## src/rtl/serial_adder_pkg.sv

```systemverilog
// Shared types and helpers for the serial adder: FSM state encoding and counter sizing.
package serial_adder_pkg;

    typedef enum logic [1:0] {
        IDLE = 2'd0,
        RUN  = 2'd1,
        DONE = 2'd2
    } state_t;

    // Bits needed to count chunks 0..n-1 (never less than one bit).
    function automatic int unsigned cnt_width(input int unsigned n);
        return (n <= 1) ? 1 : $clog2(n);
    endfunction

endpackage

```

## src/rtl/full_adder.sv

```systemverilog
// Single-bit full adder cell.
module full_adder (
    input  logic a,
    input  logic b,
    input  logic c,
    output logic s,
    output logic cout
);

    assign s    = a ^ b ^ c;
    assign cout = (a & b) | (c & (a ^ b));

endmodule

```

## src/rtl/serial_adder_chunk.sv

```systemverilog
// Ripple chain of full_adder cells adding one BITS_PER_CYCLE-wide chunk per cycle.
module serial_adder_chunk #(
    parameter int unsigned BITS_PER_CYCLE = 1
) (
    input  logic [BITS_PER_CYCLE-1:0] a,
    input  logic [BITS_PER_CYCLE-1:0] b,
    input  logic                      cin,
    output logic [BITS_PER_CYCLE-1:0] s,
    output logic                      cout,
    output logic                      c_top
);

    logic [BITS_PER_CYCLE:0] c;

    assign c[0] = cin;

    for (genvar i = 0; i < int'(BITS_PER_CYCLE); i++) begin : g_fa
        full_adder u_fa (
            .a    (a[i]),
            .b    (b[i]),
            .c    (c[i]),
            .s    (s[i]),
            .cout (c[i+1])
        );
    end

    // c_top is the carry into the chunk's top bit; for the last chunk that is the MSB.
    assign cout  = c[BITS_PER_CYCLE];
    assign c_top = c[BITS_PER_CYCLE-1];

endmodule

```

## src/rtl/serial_adder.sv

```systemverilog
// Multi-cycle serial adder, BITS_PER_CYCLE bits per RUN cycle.
// Define SERIAL_ADDER_SUB_EN to add the sub port (a + ~b + 1 when sub=1).
module serial_adder
    import serial_adder_pkg::*;
#(
    parameter int unsigned WIDTH          = 8,
    parameter int unsigned BITS_PER_CYCLE = 1
) (
    input  logic             clk,
    input  logic             rst,
    input  logic             start,
    input  logic [WIDTH-1:0] a,
    input  logic [WIDTH-1:0] b,
    input  logic             cin,
`ifdef SERIAL_ADDER_SUB_EN
    input  logic             sub,
`endif
    output logic             busy,
    output logic             done,
    output logic [WIDTH-1:0] sum,
    output logic             cout,
    output logic             overflow
);

    localparam int unsigned BPC_SAFE = (BITS_PER_CYCLE == 0) ? 1 : BITS_PER_CYCLE;
    localparam int unsigned N        = WIDTH / BPC_SAFE;
    localparam int unsigned CW       = cnt_width(N);

    if (WIDTH < 2 || BITS_PER_CYCLE == 0 || BITS_PER_CYCLE > WIDTH ||
        (WIDTH % BPC_SAFE) != 0) begin : g_bad_cfg
        $error("serial_adder: WIDTH must be >= 2 and a multiple of BITS_PER_CYCLE");
    end

    state_t                    state_q, state_d;
    logic [WIDTH-1:0]          a_q, a_d;
    logic [WIDTH-1:0]          b_q, b_d;
    logic                      carry_q, carry_d;
    logic                      ctop_q, ctop_d;
    logic [CW-1:0]             cnt_q, cnt_d;
    logic [WIDTH-1:0]          psum_q, psum_d;
    logic [WIDTH-1:0]          sum_q, sum_d;
    logic                      cout_q, cout_d;
    logic                      ovf_q, ovf_d;
    logic                      busy_q, busy_d;
    logic                      done_q, done_d;

    logic [BITS_PER_CYCLE-1:0] chunk_s;
    logic                      chunk_cout;
    logic                      chunk_ctop;
    logic [WIDTH-1:0]          psum_shift;

    serial_adder_chunk #(
        .BITS_PER_CYCLE (BITS_PER_CYCLE)
    ) u_chunk (
        .a     (a_q[BITS_PER_CYCLE-1:0]),
        .b     (b_q[BITS_PER_CYCLE-1:0]),
        .cin   (carry_q),
        .s     (chunk_s),
        .cout  (chunk_cout),
        .c_top (chunk_ctop)
    );

    // New chunk enters at the MSB so the finished word lands in place after N shifts.
    if (BITS_PER_CYCLE == WIDTH) begin : g_psum_full
        assign psum_shift = chunk_s;
    end else begin : g_psum_shift
        assign psum_shift = {chunk_s, psum_q[WIDTH-1:BITS_PER_CYCLE]};
    end

    always_comb begin
        state_d = state_q;
        a_d     = a_q;
        b_d     = b_q;
        carry_d = carry_q;
        ctop_d  = ctop_q;
        cnt_d   = cnt_q;
        psum_d  = psum_q;
        sum_d   = sum_q;
        cout_d  = cout_q;
        ovf_d   = ovf_q;
        done_d  = 1'b0;

        case (state_q)
            IDLE, DONE: begin
                if (state_q == DONE) begin
                    sum_d  = psum_q;
                    cout_d = carry_q;
                    ovf_d  = carry_q ^ ctop_q;
                    done_d = 1'b1;
                    state_d = IDLE;
                end
                if (start) begin
                    a_d     = a;
`ifdef SERIAL_ADDER_SUB_EN
                    b_d     = sub ? ~b : b;
                    carry_d = sub ? 1'b1 : cin;
`else
                    b_d     = b;
                    carry_d = cin;
`endif
                    cnt_d   = '0;
                    state_d = RUN;
                end
            end
            RUN: begin
                a_d     = a_q >> BITS_PER_CYCLE;
                b_d     = b_q >> BITS_PER_CYCLE;
                carry_d = chunk_cout;
                ctop_d  = chunk_ctop;
                psum_d  = psum_shift;
                cnt_d   = cnt_q + CW'(1);
                if (cnt_q == CW'(N - 1)) begin
                    state_d = DONE;
                end
            end
            default: state_d = IDLE;
        endcase

        busy_d = (state_d == RUN);
    end

    always_ff @(posedge clk or posedge rst) begin
        if (rst) begin
            state_q <= IDLE;
            a_q     <= '0;
            b_q     <= '0;
            carry_q <= 1'b0;
            ctop_q  <= 1'b0;
            cnt_q   <= '0;
            psum_q  <= '0;
            sum_q   <= '0;
            cout_q  <= 1'b0;
            ovf_q   <= 1'b0;
            busy_q  <= 1'b0;
            done_q  <= 1'b0;
        end else begin
            state_q <= state_d;
            a_q     <= a_d;
            b_q     <= b_d;
            carry_q <= carry_d;
            ctop_q  <= ctop_d;
            cnt_q   <= cnt_d;
            psum_q  <= psum_d;
            sum_q   <= sum_d;
            cout_q  <= cout_d;
            ovf_q   <= ovf_d;
            busy_q  <= busy_d;
            done_q  <= done_d;
        end
    end

    assign busy     = busy_q;
    assign done     = done_q;
    assign sum      = sum_q;
    assign cout     = cout_q;
    assign overflow = ovf_q;

endmodule
```

## config.mk

```make
export PLATFORM = sky130hd
export DESIGN_NAME = serial_adder
export DESIGN_NICKNAME = d
export VERILOG_FILES = /design/src/rtl/serial_adder_pkg.sv /design/src/rtl/full_adder.sv /design/src/rtl/serial_adder_chunk.sv /design/src/rtl/serial_adder.sv
export SDC_FILE = /design/constraint.sdc
export NUM_CORES = 1
export LEC_CHECK = 0
export ABC_AREA = 1
export BUFFER_PORTS_ARGS = -buffer_cell sky130_fd_sc_hd__buf_4
export CORE_ASPECT_RATIO = 1.25
export CORE_MARGIN = 5
export CORE_UTILIZATION = 55
export CTS_CLUSTER_DIAMETER = 150
export DETAILED_ROUTE_END_ITERATION = 6
export PLACE_DENSITY = 0.78
export RECOVER_POWER = 25
export SLEW_MARGIN = 20
export SYNTH_ARGS = -nofsm -noshare
export SYNTH_HDL_FRONTEND = slang
export SYNTH_SLANG_ARGS = --single-unit
export TNS_END_PERCENT = 5
```

## constraint.sdc

```tcl
create_clock -name clk -period 1.7 [get_ports clk]
set_input_delay 0.255 -clock clk [delete_from_list [all_inputs] [get_ports clk]]
set_output_delay 0.255 -clock clk [all_outputs]
set_load 0.05 [all_outputs]
```

==> impl_metrics.json <==
{
  "ys_warn_count": 0,
  "grt_remaining_overflow": 0,
  "avgSynthCellArea_sq_um": 8.41,
  "antennaDiodeCount": 0,
  "endpoint_kind": "flop",
  "synth_mux_area_share_pct": 0,
  "synth_area_leaders": "dfrtp_1 54%, nand2_1 14%, inv_1 7.8%",
  "grtUsageMet2_pct": 27.7,
  "path_class": "flop to flop",
  "antenna_found_initial": 0,
  "cts.sinks": 43,
  "period_needed_ns": 1.44,
  "crit_fanout": 35,
  "n_fill_cell": 311,
  "slew_viol_final": 0,
  "gr-usage-all-layers_pct": 15.2,
  "fp.dieW_um": 63.7,
  "ir_worst_vdd_uv": 1310,
  "synthCells": 236,
  "start_util_pct": 57.0,
  "wl_per_cell_um": 11.5,
  "dp_hpwl_mm": 2.47,
  "ys_seq_area_share_pct": 54.2,
  "syn-num-nets": 259,
  "cts_tree": "done",
  "power_density_nw_per_um2": 2050,
  "worst_pin_slew_ns": 1.01,
  "fmax_mhz": 695,
  "hp-class": "input port to flop",
  "synth.distinct_cells": 19,
  "coreArea_sq_um": 3480,
  "synth_compound_area_share_pct": 5.55,
  "ys.flop_type": "dfrtp_1",
  "clk_pin_slew_ns": 0.08,
  "cts-buffers-inserted": 5,
  "grt_pass1_wl_mm": 6.07,
  "finalSetupViolCount": 0,
  "post_cts_buffers": 0,
  "first_iter_violations": 76,
  "p_leak_nw": 1.31,
  "worstPathRequired_ns": 1.88,
  "gp_congestion": 0.775,
  "drive_gt1_share_pct": 18.2,
  "p_total_mw": 4.81,
  "hold_buffers": 0,
  "yosysTopAreaCell": "dfrtp_1",
  "synth_simple_gate_area_share_pct": 25.2,
  "synth.top_cell.area_share_pct": 54.2,
  "rsz0062_at_grt": "no",
  "slew_headroom_pct": 32.5,
  "synth-seq-cells": 43,
  "die_y_um": 77.2,
  "drcViolationCount": 0,
  "synth_fa_ha_area_share_pct": 2.27,
  "portBuffers": 31,
  "netlist_area_sq_um": 1980,
  "met1_usage_pct": 16.7,
  "pin_count": 32,
  "crit_arrival_ns": 1.62,
  "clock_latency_ns": 0.29,
  "cts_resized": 0,
  "synth_xor_area_share_pct": 0.441,
  "drt-vias-per-instance": 5.02,
  "postRouteAntennaNets": 0,
  "final.period_utilization_pct": 84.7,
  "synth_edf_count": 0,
  "area_delta_synth_final_pct": 18.3,
  "status": "complete, no violations",
  "final.setup_skew_ns": 0.00349,
  "cts_max_level": 2,
  "clock-root-buffer": "clkbuf_8",
  "nets": 291,
  "synth-async-reset-ratio_pct": 100,
  "grt_max_degree": 44,
  "clock_path_buffers": 2,
  "synth_top_family_by_area": "simple AND/OR/NAND/NOR gates",
  "hold_viol_final": 0,
  "grt_pass1_vias": 1476,
  "max_cap_violations": 0,
  "grt_use_met3_pct": 3.65,
  "num_vias": 1546,
  "finalSetupTns_ns": 0,
  "rows": 24,
  "synth_common_cells": "76 x nand2_1, 43 x dfrtp_1, 41 x inv_1",
  "drt-pass1-iter-count": 4,
  "synth.most_common_cell": "nand2_1",
  "grt_busiest_layer": "met2",
  "detail_route.wirelength_mm": 3.56,
  "dieArea_sq_um": 4920,
  "critPathLaunchType": "flop"
}
[critical path, cell delays in order, from the launching register on]
cell and delay (ns):
dfrtp_1 0.39, inv_2 0.20, nand2_4 0.26, nand2_8 0.23, inv_6 0.09, nand2_1 0.08
nand2_1 0.06
[per-layer routing]
layer  part of all wire, %  wire length (um)
met5                     0                 0
met3                   5.1               183
met1                    41              1450
met2                    53              1870
met4                   1.4                49
[logic make-up (layout without fill, tap and decap cells)]
kind of cell             Yosys count  after routing
AO/OA/AOI/OAI                     22             22
XOR/XNOR                           1              1
adder cells (fa/ha/maj)            3              3
buffers and inverters             54             87
flip-flops                        43             43
AND/OR/NAND/NOR                  113            113
[cells in the final DEF, fill, tap and decap left out, drive strengths merged]
cell type,n
o21ai,21
a21oi,1
buf,32
fa,1
inv,45
xor2,1
clkbuf,8
nand2,79
nand3,30
ha,2
dfrtp,43
nor2,4
bufinv,2
[worst paths after layout]
path                                  from      to  slack, ns  cells after the start
max in group asynchronous              rst  b_q[6]       0.78                      3
min in group asynchronous              rst    busy       0.30                      3
worst min register to register      sum[0]  sum[0]       0.47                      2
worst min-delay path                  a[7]  a_q[7]       0.17                      3
worst max-delay path            state_q[1]  a_q[2]       0.26                      6
worst max register to register  state_q[1]  a_q[2]       0.26                      6
[power breakdown]
| group | switching [mW] | internal, mW | leakage, nW |
|---|---|---|---|
| logic | 1.42 | 0.714 | 0.705 |
| clock network | 0.332 | 0.587 | 0.0654 |
| registers | 0.263 | 1.49 | 0.540 |
[per-stage QoR]
stage	area, sq um	worst slack [ns]	hold WS [ns]	utilization, %	std cells
global placement	2220	0.329	0.419	63.7	300
detailed placement	2220	0.264	0.447	63.7	300
finish	2350	0.261	0.172	67.4	308
CTS	2350	0.248	0.132	67.5	308
global route	2350	0.141	0.199	67.4	308
floorplan	1980	0.442	0.376	-	236
[registers in the layout, summed over array words and instances (netlist names)]
register  flops
sum           8
done          1
cnt_q         3
psum_q        8
overflow      1
b_q           8
a_q           8
state_q       2
busy          1
ctop_q        1
carry_q       1
cout          1
[layout make-up]
cell class,instances,area (sq um),share of cell area (%)
clock buffer,6,72.6,3.09
clock inverter,2,60.1,2.56
inverter,45,174,7.41
multi-input combinational,139,664,28.3
sequential,43,1080,45.8
tap,39,48.8,2.08
timing repair buffer,34,253,10.8
Power figures use the tool's default switching activity.
